**src/rtl/sram_port_arbiter_if.sv**
```systemverilog
`default_nettype none
// ============================================================================
// Module   : sram_port_arbiter_if
// Brief    : Requester A/B handshake, read return and SRAM wrapper bus.
// Revision : 1.0
// ============================================================================
interface sram_port_arbiter_if #(
   parameter int ADDR_W = 14
);
   logic [2:0]        conf_in;

   logic              a_req_valid;
   logic              a_req_ready;
   logic              a_req_we;
   logic [ADDR_W-1:0] a_req_addr;
   logic [31:0]       a_req_wdata;
   logic              b_req_valid;
   logic              b_req_ready;
   logic              b_req_we;
   logic [ADDR_W-1:0] b_req_addr;
   logic [31:0]       b_req_wdata;

   logic              a_rvalid;
   logic [31:0]       a_rdata;
   logic              b_rvalid;
   logic [31:0]       b_rdata;
   logic              busy;

   logic              sram_csb;
   logic              sram_web;
   logic              sram_reb;
   logic [ADDR_W-1:0] sram_addr_w;
   logic [ADDR_W-1:0] sram_addr_r;
   logic [31:0]       sram_d_in;
   logic [2:0]        sram_conf;
   logic [31:0]       sram_d_out;

   modport slave (
      input  conf_in,
      input  a_req_valid, a_req_we, a_req_addr, a_req_wdata,
      input  b_req_valid, b_req_we, b_req_addr, b_req_wdata,
      output a_req_ready, b_req_ready,
      output a_rvalid, a_rdata, b_rvalid, b_rdata, busy,
      output sram_csb, sram_web, sram_reb,
      output sram_addr_w, sram_addr_r, sram_d_in, sram_conf,
      input  sram_d_out
   );

   modport master (
      output conf_in,
      output a_req_valid, a_req_we, a_req_addr, a_req_wdata,
      output b_req_valid, b_req_we, b_req_addr, b_req_wdata,
      input  a_req_ready, b_req_ready,
      input  a_rvalid, a_rdata, b_rvalid, b_rdata, busy,
      input  sram_csb, sram_web, sram_reb,
      input  sram_addr_w, sram_addr_r, sram_d_in, sram_conf,
      output sram_d_out
   );
endinterface

`default_nettype wire

```
**src/rtl/sram_port_arbiter.sv**
```systemverilog
`default_nettype none
// ============================================================================
// Module   : sram_port_arbiter
// Brief    : Round-robin write/read arbiter for a 1W/1R SRAM wrapper with
//            tagged read-data return to requester A or B.
// Revision : 1.0
// ============================================================================
module sram_port_arbiter #(
   parameter int READ_LAT = 3,
   parameter int ADDR_W   = 14
) (
   input  logic               clk,
   input  logic               rst_n,
   sram_port_arbiter_if.slave bus
);

   typedef enum logic {
      REQ_A = 1'b0,
      REQ_B = 1'b1
   } req_id_e;

   localparam int BASE_W = 9;

   logic              wr_cand_a, wr_cand_b;
   logic              rd_cand_a, rd_cand_b;
   logic              wr_gnt_a, wr_gnt_b, wr_any;
   logic              rd_pick_a, rd_pick_b, rd_pick_any;
   logic              rd_gnt_a, rd_gnt_b, rd_any;
   logic              hazard;
   logic [ADDR_W-1:0] wr_addr, rd_addr;
   logic              tail_vld, tail_is_b;

   req_id_e           wr_ptr_q, wr_ptr_d;
   req_id_e           rd_ptr_q, rd_ptr_d;
   logic [READ_LAT-1:0] tag_vld_q, tag_vld_d;
   logic [READ_LAT-1:0] tag_id_q,  tag_id_d;

   assign wr_cand_a = bus.a_req_valid &  bus.a_req_we;
   assign wr_cand_b = bus.b_req_valid &  bus.b_req_we;
   assign rd_cand_a = bus.a_req_valid & ~bus.a_req_we;
   assign rd_cand_b = bus.b_req_valid & ~bus.b_req_we;

   // Grants are gated by rst_n so nothing is accepted while reset is held.
   assign wr_gnt_a = rst_n & wr_cand_a & (~wr_cand_b | (wr_ptr_q == REQ_A));
   assign wr_gnt_b = rst_n & wr_cand_b & (~wr_cand_a | (wr_ptr_q == REQ_B));
   assign wr_any   = wr_gnt_a | wr_gnt_b;

   assign rd_pick_a   = rst_n & rd_cand_a & (~rd_cand_b | (rd_ptr_q == REQ_A));
   assign rd_pick_b   = rst_n & rd_cand_b & (~rd_cand_a | (rd_ptr_q == REQ_B));
   assign rd_pick_any = rd_pick_a | rd_pick_b;

   assign wr_addr = wr_gnt_b  ? bus.b_req_addr : bus.a_req_addr;
   assign rd_addr = rd_pick_b ? bus.b_req_addr : bus.a_req_addr;

   // Same-base-address read would race the write inside the macro: hold it off.
   assign hazard = wr_any & rd_pick_any &
                   (wr_addr[BASE_W-1:0] == rd_addr[BASE_W-1:0]);

   assign rd_gnt_a = rd_pick_a & ~hazard;
   assign rd_gnt_b = rd_pick_b & ~hazard;
   assign rd_any   = rd_gnt_a | rd_gnt_b;

   assign bus.a_req_ready = wr_gnt_a | rd_gnt_a;
   assign bus.b_req_ready = wr_gnt_b | rd_gnt_b;

   assign bus.sram_csb    = ~(wr_any | rd_any);
   assign bus.sram_web    = ~wr_any;
   assign bus.sram_reb    = ~rd_any;
   assign bus.sram_addr_w = wr_any ? wr_addr : '0;
   assign bus.sram_addr_r = rd_any ? rd_addr : '0;
   assign bus.sram_d_in   = wr_gnt_a ? bus.a_req_wdata :
                            wr_gnt_b ? bus.b_req_wdata : 32'd0;
   assign bus.sram_conf   = bus.conf_in;

   always_comb begin
      wr_ptr_d = wr_ptr_q;
      rd_ptr_d = rd_ptr_q;
      if (wr_gnt_a) begin
         wr_ptr_d = REQ_B;
      end else if (wr_gnt_b) begin
         wr_ptr_d = REQ_A;
      end
      if (rd_gnt_a) begin
         rd_ptr_d = REQ_B;
      end else if (rd_gnt_b) begin
         rd_ptr_d = REQ_A;
      end
   end

   // Stage 0 holds the read accepted last cycle; the top stage is returning now.
   assign tag_vld_d = {tag_vld_q[READ_LAT-2:0], rd_any};
   assign tag_id_d  = {tag_id_q[READ_LAT-2:0],  rd_gnt_b};

   always_ff @(posedge clk) begin
      if (!rst_n) begin
         wr_ptr_q  <= REQ_A;
         rd_ptr_q  <= REQ_A;
         tag_vld_q <= '0;
         tag_id_q  <= '0;
      end else begin
         wr_ptr_q  <= wr_ptr_d;
         rd_ptr_q  <= rd_ptr_d;
         tag_vld_q <= tag_vld_d;
         tag_id_q  <= tag_id_d;
      end
   end

   assign tail_vld  = rst_n & tag_vld_q[READ_LAT-1];
   assign tail_is_b = tag_id_q[READ_LAT-1];

   assign bus.a_rvalid = tail_vld & ~tail_is_b;
   assign bus.b_rvalid = tail_vld &  tail_is_b;
   assign bus.a_rdata  = bus.a_rvalid ? bus.sram_d_out : 32'd0;
   assign bus.b_rdata  = bus.b_rvalid ? bus.sram_d_out : 32'd0;
   assign bus.busy     = rst_n & (|tag_vld_q);

endmodule

`default_nettype wire
```
**src/flat_wrapper.sv**
```systemverilog
// flat-port wrapper written by rule: the top's interface ports become plain ports
module sram_port_arbiter_flat 
#(
   parameter int READ_LAT = 3,
   parameter int ADDR_W   = 14
)
  (clk, rst_n, bus_conf_in, bus_a_req_valid, bus_a_req_we, bus_a_req_addr, bus_a_req_wdata, bus_b_req_valid, bus_b_req_we, bus_b_req_addr, bus_b_req_wdata, bus_a_req_ready, bus_b_req_ready, bus_a_rvalid, bus_a_rdata, bus_b_rvalid, bus_b_rdata, bus_busy, bus_sram_csb, bus_sram_web, bus_sram_reb, bus_sram_addr_w, bus_sram_addr_r, bus_sram_d_in, bus_sram_conf, bus_sram_d_out);
  sram_port_arbiter_if #(.ADDR_W(ADDR_W)) bus_i ();
  input  logic clk;
  input  logic rst_n;
  input wire logic [$bits(bus_i.conf_in)-1:0] bus_conf_in;
  input wire logic [$bits(bus_i.a_req_valid)-1:0] bus_a_req_valid;
  input wire logic [$bits(bus_i.a_req_we)-1:0] bus_a_req_we;
  input wire logic [$bits(bus_i.a_req_addr)-1:0] bus_a_req_addr;
  input wire logic [$bits(bus_i.a_req_wdata)-1:0] bus_a_req_wdata;
  input wire logic [$bits(bus_i.b_req_valid)-1:0] bus_b_req_valid;
  input wire logic [$bits(bus_i.b_req_we)-1:0] bus_b_req_we;
  input wire logic [$bits(bus_i.b_req_addr)-1:0] bus_b_req_addr;
  input wire logic [$bits(bus_i.b_req_wdata)-1:0] bus_b_req_wdata;
  output wire logic [$bits(bus_i.a_req_ready)-1:0] bus_a_req_ready;
  output wire logic [$bits(bus_i.b_req_ready)-1:0] bus_b_req_ready;
  output wire logic [$bits(bus_i.a_rvalid)-1:0] bus_a_rvalid;
  output wire logic [$bits(bus_i.a_rdata)-1:0] bus_a_rdata;
  output wire logic [$bits(bus_i.b_rvalid)-1:0] bus_b_rvalid;
  output wire logic [$bits(bus_i.b_rdata)-1:0] bus_b_rdata;
  output wire logic [$bits(bus_i.busy)-1:0] bus_busy;
  output wire logic [$bits(bus_i.sram_csb)-1:0] bus_sram_csb;
  output wire logic [$bits(bus_i.sram_web)-1:0] bus_sram_web;
  output wire logic [$bits(bus_i.sram_reb)-1:0] bus_sram_reb;
  output wire logic [$bits(bus_i.sram_addr_w)-1:0] bus_sram_addr_w;
  output wire logic [$bits(bus_i.sram_addr_r)-1:0] bus_sram_addr_r;
  output wire logic [$bits(bus_i.sram_d_in)-1:0] bus_sram_d_in;
  output wire logic [$bits(bus_i.sram_conf)-1:0] bus_sram_conf;
  input wire logic [$bits(bus_i.sram_d_out)-1:0] bus_sram_d_out;
  assign bus_i.conf_in = bus_conf_in;
  assign bus_i.a_req_valid = bus_a_req_valid;
  assign bus_i.a_req_we = bus_a_req_we;
  assign bus_i.a_req_addr = bus_a_req_addr;
  assign bus_i.a_req_wdata = bus_a_req_wdata;
  assign bus_i.b_req_valid = bus_b_req_valid;
  assign bus_i.b_req_we = bus_b_req_we;
  assign bus_i.b_req_addr = bus_b_req_addr;
  assign bus_i.b_req_wdata = bus_b_req_wdata;
  assign bus_a_req_ready = bus_i.a_req_ready;
  assign bus_b_req_ready = bus_i.b_req_ready;
  assign bus_a_rvalid = bus_i.a_rvalid;
  assign bus_a_rdata = bus_i.a_rdata;
  assign bus_b_rvalid = bus_i.b_rvalid;
  assign bus_b_rdata = bus_i.b_rdata;
  assign bus_busy = bus_i.busy;
  assign bus_sram_csb = bus_i.sram_csb;
  assign bus_sram_web = bus_i.sram_web;
  assign bus_sram_reb = bus_i.sram_reb;
  assign bus_sram_addr_w = bus_i.sram_addr_w;
  assign bus_sram_addr_r = bus_i.sram_addr_r;
  assign bus_sram_d_in = bus_i.sram_d_in;
  assign bus_sram_conf = bus_i.sram_conf;
  assign bus_i.sram_d_out = bus_sram_d_out;
  sram_port_arbiter #(.READ_LAT(READ_LAT), .ADDR_W(ADDR_W)) u_core (.clk(clk), .rst_n(rst_n), .bus(bus_i));
endmodule
```
**config.mk**
```make
export PLATFORM = sky130hd
export DESIGN_NAME = sram_port_arbiter_flat
export DESIGN_NICKNAME = d
export VERILOG_FILES = /design/src/rtl/sram_port_arbiter_if.sv /design/src/rtl/sram_port_arbiter.sv /design/src/flat_wrapper.sv
export SDC_FILE = /design/constraint.sdc
export NUM_CORES = 1
export LEC_CHECK = 0
export BUFFER_PORTS_ARGS = -buffer_cell sky130_fd_sc_hd__clkbuf_2
export CAP_MARGIN = 20
export CELL_PAD_IN_SITES_DETAIL_PLACEMENT = 0
export CELL_PAD_IN_SITES_GLOBAL_PLACEMENT = 2
export CORE_MARGIN = 8
export CORE_UTILIZATION = 11
export CTS_CLUSTER_SIZE = 10
export DETAILED_ROUTE_END_ITERATION = 16
export PLACE_DENSITY_LB_ADDON = 0.08
export SETUP_SLACK_MARGIN = 0.05
export SYNTH_ARGS = -nofsm -noshare
export SYNTH_HDL_FRONTEND = slang
export SYNTH_SLANG_ARGS = --single-unit
```
**constraint.sdc**
```tcl
create_clock -name clk -period 1.8 [get_ports clk]
set_clock_uncertainty 0.2 [all_clocks]
set_input_delay 0 -clock clk [delete_from_list [all_inputs] [get_ports clk]]
set_output_delay 0 -clock clk [all_outputs]
set_load 0.005 [all_outputs]
```
==> flow_summary.toml, run 1 <==
[logic_synthesis]
synthArstFlopShare_pct = 0
synth_fa_ha_area_share_pct = 0
netlist_instances = 220
synth_xor_area_share_pct = 5.55
ys_ff_latch = 8
synth_compound_area_share_pct = 36.3
syn_nets = 353
synth_simple_gate_area_share_pct = 39.6
synth_cell_types = 31
synth-edff-count = 0
synth_mux_area_share_pct = 0
synth_area_um2 = 1580
avgSynthCellArea_um2 = 7.18
synthFlopType = "dfxtp_1"
ys_seq_area_share_pct = 10.1
synth_top_family_by_area = "simple AND/OR/NAND/NOR gates"
synth_warnings = 0

[detailed_routing]
drtPass1Iterations = 4
vias_per_cell = 4.01
detail-route-antenna-nets = 0
drc = 0
dr.first_iter.drc_count = 65
vias = 2656
wl_per_cell_um = 16.6
routed_wirelength_um = 11000

[placed_design]
post-dp-hpwl_um = 9000
dp_slack_ns = -0.324
numPortBuffers = 261
gp_congestion = 0.689
dpl_cell_area_um2 = 3140
dp_cells = 651

[critical_path]
r2r-end = "u_core.rd_ptr_q"
r2r_start = "u_core.rd_ptr_q"
critical_path_class = "register to output pin"
ff2ff_path_depth = 5
cp_max_fo = 8
worstPathCellList = "nand3b_1, nor3b_4, buf_6, clkbuf_16, a22o_1, buf_2"
crit_path_end_kind = "output pin"
crit_end = "bus_sram_d_in[21]"
worst_path_max_delay_cell = "dfxtp_2"
cpPeakStageDelay_ns = 0.34
ff2ff_setup_slack_ns = 0.40
worstSetupStartpointType = "register"
startpoint = "u_core.wr_ptr_q"
critPathRequiredTime_ns = 1.60
worstPathArrival_ns = 1.57

[cts]
clkSinkCount = 8
clockBufferDepth = 2
h-tree-depth = 1
insertion_delay_ns = 0.23
clk_pin_slew_ns = 0.04
cts_root_buf = "clkbuf_16"
cts_tree = "done"
cts_buffers = 3

[sta]
relSlewSlack_pct = 73.4
worst_pin_slew_ns = 0.396
final.period_utilization_pct = 98.4
tns_ns = 0
timing.fmax_mhz = 564
fin_ws_ns = 0.0280
post-route-min-period_ns = 1.77
rsz0062_at_grt = "yes"
setup_viol_count_final = 0
finalHoldViolations = 0
drv_slew = 0

[power_and_ir_drop]
p_sw_share_pct = 29.2
combPwrFrac_pct = 46.4
switchingPower_mw = 0.306
totalPowerFinal_mw = 1.05
p_int_mw = 0.741
seq_power_share_pct = 18.4
leakagePower_nw = 1.95
clock_power_share_pct = 35.2
ir_drop_mv = 0.335
powerDensity_nw_per_um2 = 310

[floorplan]
die-width_um = 136
die_h_um = 136
initial_core_util_pct = 11.3
die-area_um2 = 18400
pin_count = 268
core_area_um2 = 13900
rows = 43

[finish]
stdcell_area_um2 = 3370
layout.cells.most_common_list = "238 x clkbuf_2, 69 x and2_1, 46 x a22o_1"
drive_gt1_share_pct = 59.8
layout.cells.non_filler = 663
area_delta_synth_final_pct = 114
nets = 618
antenna_cells = 0
final_common_cell = "clkbuf_2"

[global_routing]
antenna_found_initial = 0
grt_max_degree = 34
grt_overflow = 0
grt_usage_pct = 10.7
grt_first_pass_wirelength_um = 15600
grt_pass1_vias = 2786

[outcome]
status = "completed"

[worst_hold_path]
min_path_type = "input pin to register"
min_delay_path_depth = 4

[flow_run]
drv_cap = 0
==> cell type report <==
cell class | count | area (um2)
Sequential cell | 8 | 161
Clock buffer | 3 | 75.1
Fill cell | 1595 | 10600
Multi-Input combinational cell | 186 | 1330
Inverter | 2 | 7.51
Timing Repair Buffer | 284 | 1570
Tap cell | 180 | 225
==> sequential cells by signal, summed over array words and instances, names as in the netlist <==
signal and count:
u_core.rd_ptr_q 1, u_core.wr_ptr_q 1, u_core.tag_vld_q 3, u_core.tag_id_q 3
==> power by group through the flow <==
stage	clock (mW)	sequential, mW	combinational [mW]
floorplan	0	0.193	0.167
global placement	0	0.194	0.463
detailed placement	0	0.194	0.463
CTS	0.375	0.192	0.492
global route	0.387	0.193	0.539
finish	0.369	0.192	0.486
==> cell usage after synthesis (all sizes together) (5+ instances only) <==
cell type | instances | area share, %
and2 | 69 | 27
a22o | 46 | 26
nor2 | 19 | 4.5
a22oi | 14 | 6.7
buf | 13 | 5.2
clkbuf | 11 | 2.7
xor2 | 9 | 5.0
dfxtp | 8 | 10
nand2 | 5 | 1.2
==> per-layer routing <==
metal	global-route usage (%)	routed length, um	vias to the layer above
li1	-	-	1320
met1	10.7	3810	1189
met2	20.6	5880	145
met3	4.91	1320	2
met4	0.185	6	0
met5	0	0	-
==> what timing repair did <==
action / CTS / global route
setup buffers: 2 / 0
hold buffers: 5 / 0
hold endpoints to repair: 7 / 0
pin swaps: 1 / 9
cloned: 1 / 1
gates resized for setup: 6 / 25
endpoints found under the setup margin: 32 / 55
==> critical path: cells and delay by family, from the launching register on <==
kind,cells,cell delay [ns]
buffers and inverters,3,0.45
AND/OR/NAND/NOR,2,0.42
flip-flops,1,0.34
AO/OA/AOI/OAI,1,0.13
==> kinds of logic after synthesis <==
| group | after synthesis |
|---|---|
| xor gates and xnor gates | 10 |
| buffers and inverters | 26 |
| and+or+nand+nor | 108 |
| DFF | 8 |
| AOI/OAI and AO/OA | 68 |
==> through the flow <==
step,utilization [%],hold WS [ns]
global route,24.2,0.0732
floorplan,-,-0.119
finish,24.2,0.0319
CTS,23.9,0.0259
detailed placement,22.5,-0.200
global placement,22.5,-0.200
==> how the worst min path moves through the flow <==
stage / from / end
after floorplan: bus_conf_in[0] / bus_sram_conf[0]
after global placement: bus_conf_in[0] / bus_sram_conf[0]
after detailed placement: bus_conf_in[0] / bus_sram_conf[0]
after CTS: bus_b_req_valid / u_core.wr_ptr_q
after global routing: bus_a_req_valid / u_core.wr_ptr_q
final: bus_a_req_valid / u_core.wr_ptr_q
Note: power is estimated with default switching activity, not from simulation.
==> inputs of run 2 (changes only) <==
--- a/config.mk
+++ b/config.mk
@@ -11,6 +11,7 @@
 export CELL_PAD_IN_SITES_GLOBAL_PLACEMENT = 2
 export CORE_MARGIN = 8
 export CORE_UTILIZATION = 11
+export CTS_BUF_LIST = sky130_fd_sc_hd__clkbuf_8
 export CTS_CLUSTER_SIZE = 10
 export DETAILED_ROUTE_END_ITERATION = 16
 export PLACE_DENSITY_LB_ADDON = 0.08
==> run 2 against run 1 <==
Clock-buffer cell count did not move. Global-route usage barely moved. Sequential power barely moved.
==> flow_summary.toml, run 2 (same netlist as run 1, synthesis figures left out) <==
[finish]
final_common_cell = "clkbuf_2"
antenna_cells = 0
seq_area_um2 = 161
layout.cells.non_filler = 663
final_core_util_pct = 24.0
nets = 618
multi_input_area_um2 = 1330
largestRegisters = "u_core.tag_id_q: 3 flops, u_core.tag_vld_q: 3 flops"
layout.cells.most_common_list = "236 x clkbuf_2, 69 x and2_1, 46 x a22o_1"
nFillCells = 1602
drive_gt1_share_pct = 59.8
area_delta_synth_final_pct = 111

[detailed_routing]
drtPass1Iterations = 4
detail-route-antenna-nets = 0
drc = 0
vias = 2662
routed_wirelength_um = 11000
dr.first_iter.drc_count = 63
wl_per_cell_um = 16.6
vias_per_cell = 4.02

[sta]
setup_viol_count_final = 0
rsz0062_at_grt = "yes"
post-route-min-period_ns = 1.77
relSlewSlack_pct = 73.4
timing.fmax_mhz = 565
tns_ns = 0
fin_worst_hold_slack_ns = 0.0362
drv_slew = 0
worst_pin_slew_ns = 0.396
finalHoldViolations = 0
final.period_utilization_pct = 98.4

[floorplan]
die-area_um2 = 18400
initial_core_util_pct = 11.3
rows = 43
die-width_um = 136
die_h_um = 136
pin_count = 268
core_area_um2 = 13900

[cts]
cts_tree = "done"
clk_pin_slew_ns = 0.04
h-tree-depth = 1
cts_root_buf = "clkbuf_8"
clockBufferDepth = 2
clkSinkCount = 8
cts_buffers = 3
insertion_delay_ns = 0.23

[placed_design]
gp_congestion = 0.689
dp_cells = 651
numPortBuffers = 261
post-dp-hpwl_um = 9000

[global_routing]
grt_first_pass_wirelength_um = 15600
grt_pass1_vias = 2785
grt_overflow = 0
grt_max_degree = 34
antenna_found_initial = 0
grt_usage_pct = 10.7

[outcome]
status = "completed"

[flow_run]
drv_cap = 0

[power_and_ir_drop]
leakagePower_nw = 1.94
ir_drop_mv = 0.197
powerDensity_nw_per_um2 = 267
totalPowerFinal_mw = 0.891

[critical_path]
crit_path_end_kind = "output pin"
worstSetupStartpointType = "register"
worstPathArrival_ns = 1.57
critPathRequiredTime_ns = 1.60
critical_path_class = "register to output pin"
cp_max_fo = 8

[worst_hold_path]
min_path_type = "input pin to register"
run 2: critical path, cell delays in order, from the launching register on:
cell and delay, ns:
dfxtp_2 0.35, nand3b_1 0.13, nor3b_4 0.29, buf_6 0.18
clkbuf_16 0.16, a22o_1 0.13, buf_2 0.11
run 2: final timing paths:
path | slack, ns | to | startpoint | depth (start not counted)
min reg2reg | 0.23 | u_core.tag_id_q[2] | u_core.tag_id_q[1] | 1
min | 0.04 | u_core.wr_ptr_q | bus_a_req_valid | 4
max | 0.03 | bus_sram_d_in[21] | u_core.wr_ptr_q | 6
max reg2reg | 0.40 | u_core.rd_ptr_q | u_core.rd_ptr_q | 5
run 2: stage by stage:
stage / setup slack, ns / area, um2
final: 0.0287 / 3340
after global routing: -0.0563 / 3340
after CTS: 0.0282 / 3300
after detailed placement: -0.324 / 3140
after global placement: -0.248 / 3140
after floorplan: 0.443 / 1580
run 2: timing repair:
item / CTS / global route
hold buffers: 5 / 0
gates resized for setup: 6 / 27
gates cloned: 1 / 1
endpoints found under the hold margin: 7 / 0
endpoints found under the setup margin: 33 / 61
pin swaps: 1 / 9
buffers inserted: 2 / 0
run 2: cell type report:
type / count / share of cell area [%]
timing repair buffer: 284 / 47.1
multi-input combinational: 186 / 39.8
sequential: 8 / 4.83
tap: 180 / 6.74
clock buffer: 3 / 1.24
inverter: 2 / 0.225
run 2: per-layer routing:
layer	GRT usage (%)	vias to the layer above	share of wire [%]
met4	0.185	0	0.054
met3	4.91	2	12
li1	-	1321	-
met5	0	-	0
met1	10.6	1190	34
met2	20.6	149	53
run 2: where the power goes:
group          internal (mW)  leakage, nW  switching [mW]
clock network          0.145       0.0216          0.0691
logic                  0.268         1.85           0.218
registers              0.187       0.0659         0.00502
total                  0.600         1.94           0.292
==> inputs of run 3 (changes only) <==
==> constraint.sdc (replaced) <==
create_clock -name clk -period 2 [get_ports clk]
set_clock_uncertainty 0.2 [all_clocks]
set_input_delay 0 -clock clk [delete_from_list [all_inputs] [get_ports clk]]
set_output_delay 0 -clock clk [all_outputs]
set_load 0.01 [all_outputs]
==> run 3 against run 2 <==
Final area decreased by 2.5%. Critical path type unchanged. Via count shrank 0.53%. Core utilization decreased by 0.61 points. Sequential cell count is the same. First-iteration DRC count decreased by 4.8%. Non-clock buffer count down 3. Sequential share of layout area rose by 0.088 points.
==> flow_summary.toml, run 3 (same netlist as run 1, synthesis figures left out) <==
[finish]
stdcell_area_um2 = 3250
final_common_cell = "clkbuf_2"
layout.cells.most_common_list = "261 x clkbuf_2, 69 x and2_1, 46 x a22o_1"
drive_gt1_share_pct = 59.2
antenna_cells = 0
area_delta_synth_final_pct = 106
nets = 615
largestRegisters = "u_core.tag_id_q: 3 flops, u_core.tag_vld_q: 3 flops"

[sta]
drv_slew = 0
post-route-min-period_ns = 1.80
setup_viol_count_final = 0
finalHoldViolations = 0
relSlewSlack_pct = 65.2
worst_pin_slew_ns = 0.520
final.period_utilization_pct = 90.1
timing.fmax_mhz = 555
rsz0062_at_grt = "no"
tns_ns = 0

[placed_design]
numPortBuffers = 261
gp_congestion = 0.695
post-dp-hpwl_um = 9140
dpl_cell_area_um2 = 3110

[critical_path]
r2r_start = "u_core.wr_ptr_q"
cp_max_fo = 30
startpoint = "u_core.wr_ptr_q"
worstPathArrival_ns = 1.60
worstSetupStartpointType = "register"
crit_path_end_kind = "output pin"
critical_path_class = "register to output pin"
ff2ff_setup_slack_ns = 0.51
ff2ff_path_depth = 3
crit_end = "bus_sram_csb"
r2r-end = "u_core.wr_ptr_q"
critPathRequiredTime_ns = 1.80

[cts]
clkSinkCount = 8
clk_pin_slew_ns = 0.04
clockBufferDepth = 2
insertion_delay_ns = 0.23
cts_tree = "done"
cts_buffers = 3
cts_root_buf = "clkbuf_8"
h-tree-depth = 1

[global_routing]
grt_overflow = 0
grt_usage_pct = 10.5
grt_pass1_vias = 2794
grt_first_pass_wirelength_um = 15400
grt_max_degree = 34
antenna_found_initial = 0

[power_and_ir_drop]
leakagePower_nw = 1.89
switchingPower_mw = 0.290
powerDensity_nw_per_um2 = 251
seq_power_share_pct = 21.1
combPwrFrac_pct = 55.1
p_sw_share_pct = 35.4
ir_drop_mv = 0.174
p_int_mw = 0.528
clock_power_share_pct = 23.7

[floorplan]
die_h_um = 136
initial_core_util_pct = 11.3
die-area_um2 = 18400
core_area_um2 = 13900
rows = 43
die-width_um = 136
pin_count = 268

[detailed_routing]
wl_per_cell_um = 16.3
routed_wirelength_um = 10700
dr.first_iter.drc_count = 60
drc = 0
vias_per_cell = 4.01
detail-route-antenna-nets = 0
drtPass1Iterations = 4
vias = 2648

[outcome]
status = "completed"

[flow_run]
drv_cap = 0

[worst_hold_path]
min_path_type = "input pin to register"
-- run 3: area by class of cell --
type,instances,area (um2)
clock buffers,3,41.3
fillers,1606,10700
inverters,2,7.51
multi-input cells,186,1320
flip-flops and latches,8,160
well taps,180,225
repair buffers,281,1500
-- run 3: per-layer routing --
layer / part of all wire (%) / wire length, um / global-route usage [%] / vias up
met4: 0.48 / 52 / 0.740 / 0
met3: 12 / 1260 / 4.69 / 4
met1: 35 / 3720 / 10.5 / 1190
li1: - / - / - / 1309
met5: 0 / 0 / 0 / -
met2: 53 / 5690 / 20.2 / 145
-- run 3: worst min-delay path by stage --
stage                               from            endpoint  slack (ns)  cells past startpoint
after floorplan           bus_conf_in[0]    bus_sram_conf[0]       -0.11                      1
after global placement    bus_conf_in[0]    bus_sram_conf[0]       -0.20                      0
after detailed placement  bus_conf_in[0]    bus_sram_conf[0]       -0.20                      0
after CTS                   bus_b_req_we     u_core.wr_ptr_q        0.02                      4
after global routing               rst_n  u_core.tag_id_q[1]        0.05                      3
final                       bus_b_req_we     u_core.wr_ptr_q        0.01                      4
-- run 3: through the flow --
step                      cells  power, mW  hold slack, ns  worst slack (ns)  util, %
after floorplan             220      0.355          -0.108             0.614        -
after global placement      649      0.615          -0.200            -0.140     22.3
after detailed placement    649      0.616          -0.200            -0.176     22.3
after CTS                   660      0.834          0.0154            0.0574     23.3
after global routing        660      0.889          0.0512            0.0609     23.4
final                       660      0.817          0.0126             0.199     23.4
-- run 3: repair_timing --
| item | in CTS | in global routing |
|---|---|---|
| setup endpoints to repair | 17 | 35 |
| hold endpoints to repair | 7 | 0 |
| buffers inserted | 3 | 0 |
| resized for setup | 1 | 3 |
| hold buffers | 5 | 0 |
| pin swaps | 1 | 0 |
-- run 3: power by group through the flow --
stage / Clock (mW) / Sequential [mW] / Combinational, mW
floorplan: 0 / 0.173 / 0.182
finish: 0.194 / 0.173 / 0.451
global placement: 0 / 0.175 / 0.440
CTS: 0.202 / 0.173 / 0.460
detailed placement: 0 / 0.175 / 0.441
global route: 0.216 / 0.174 / 0.500
-- run 3: worst max-delay path: stages (launching register included) --
cell	delay, ns
dfxtp_1	0.38
nand3b_1	0.15
nor3b_4	0.24
buf_8	0.26
nor2_1	0.10
o21a_1	0.11
clkbuf_2	0.13
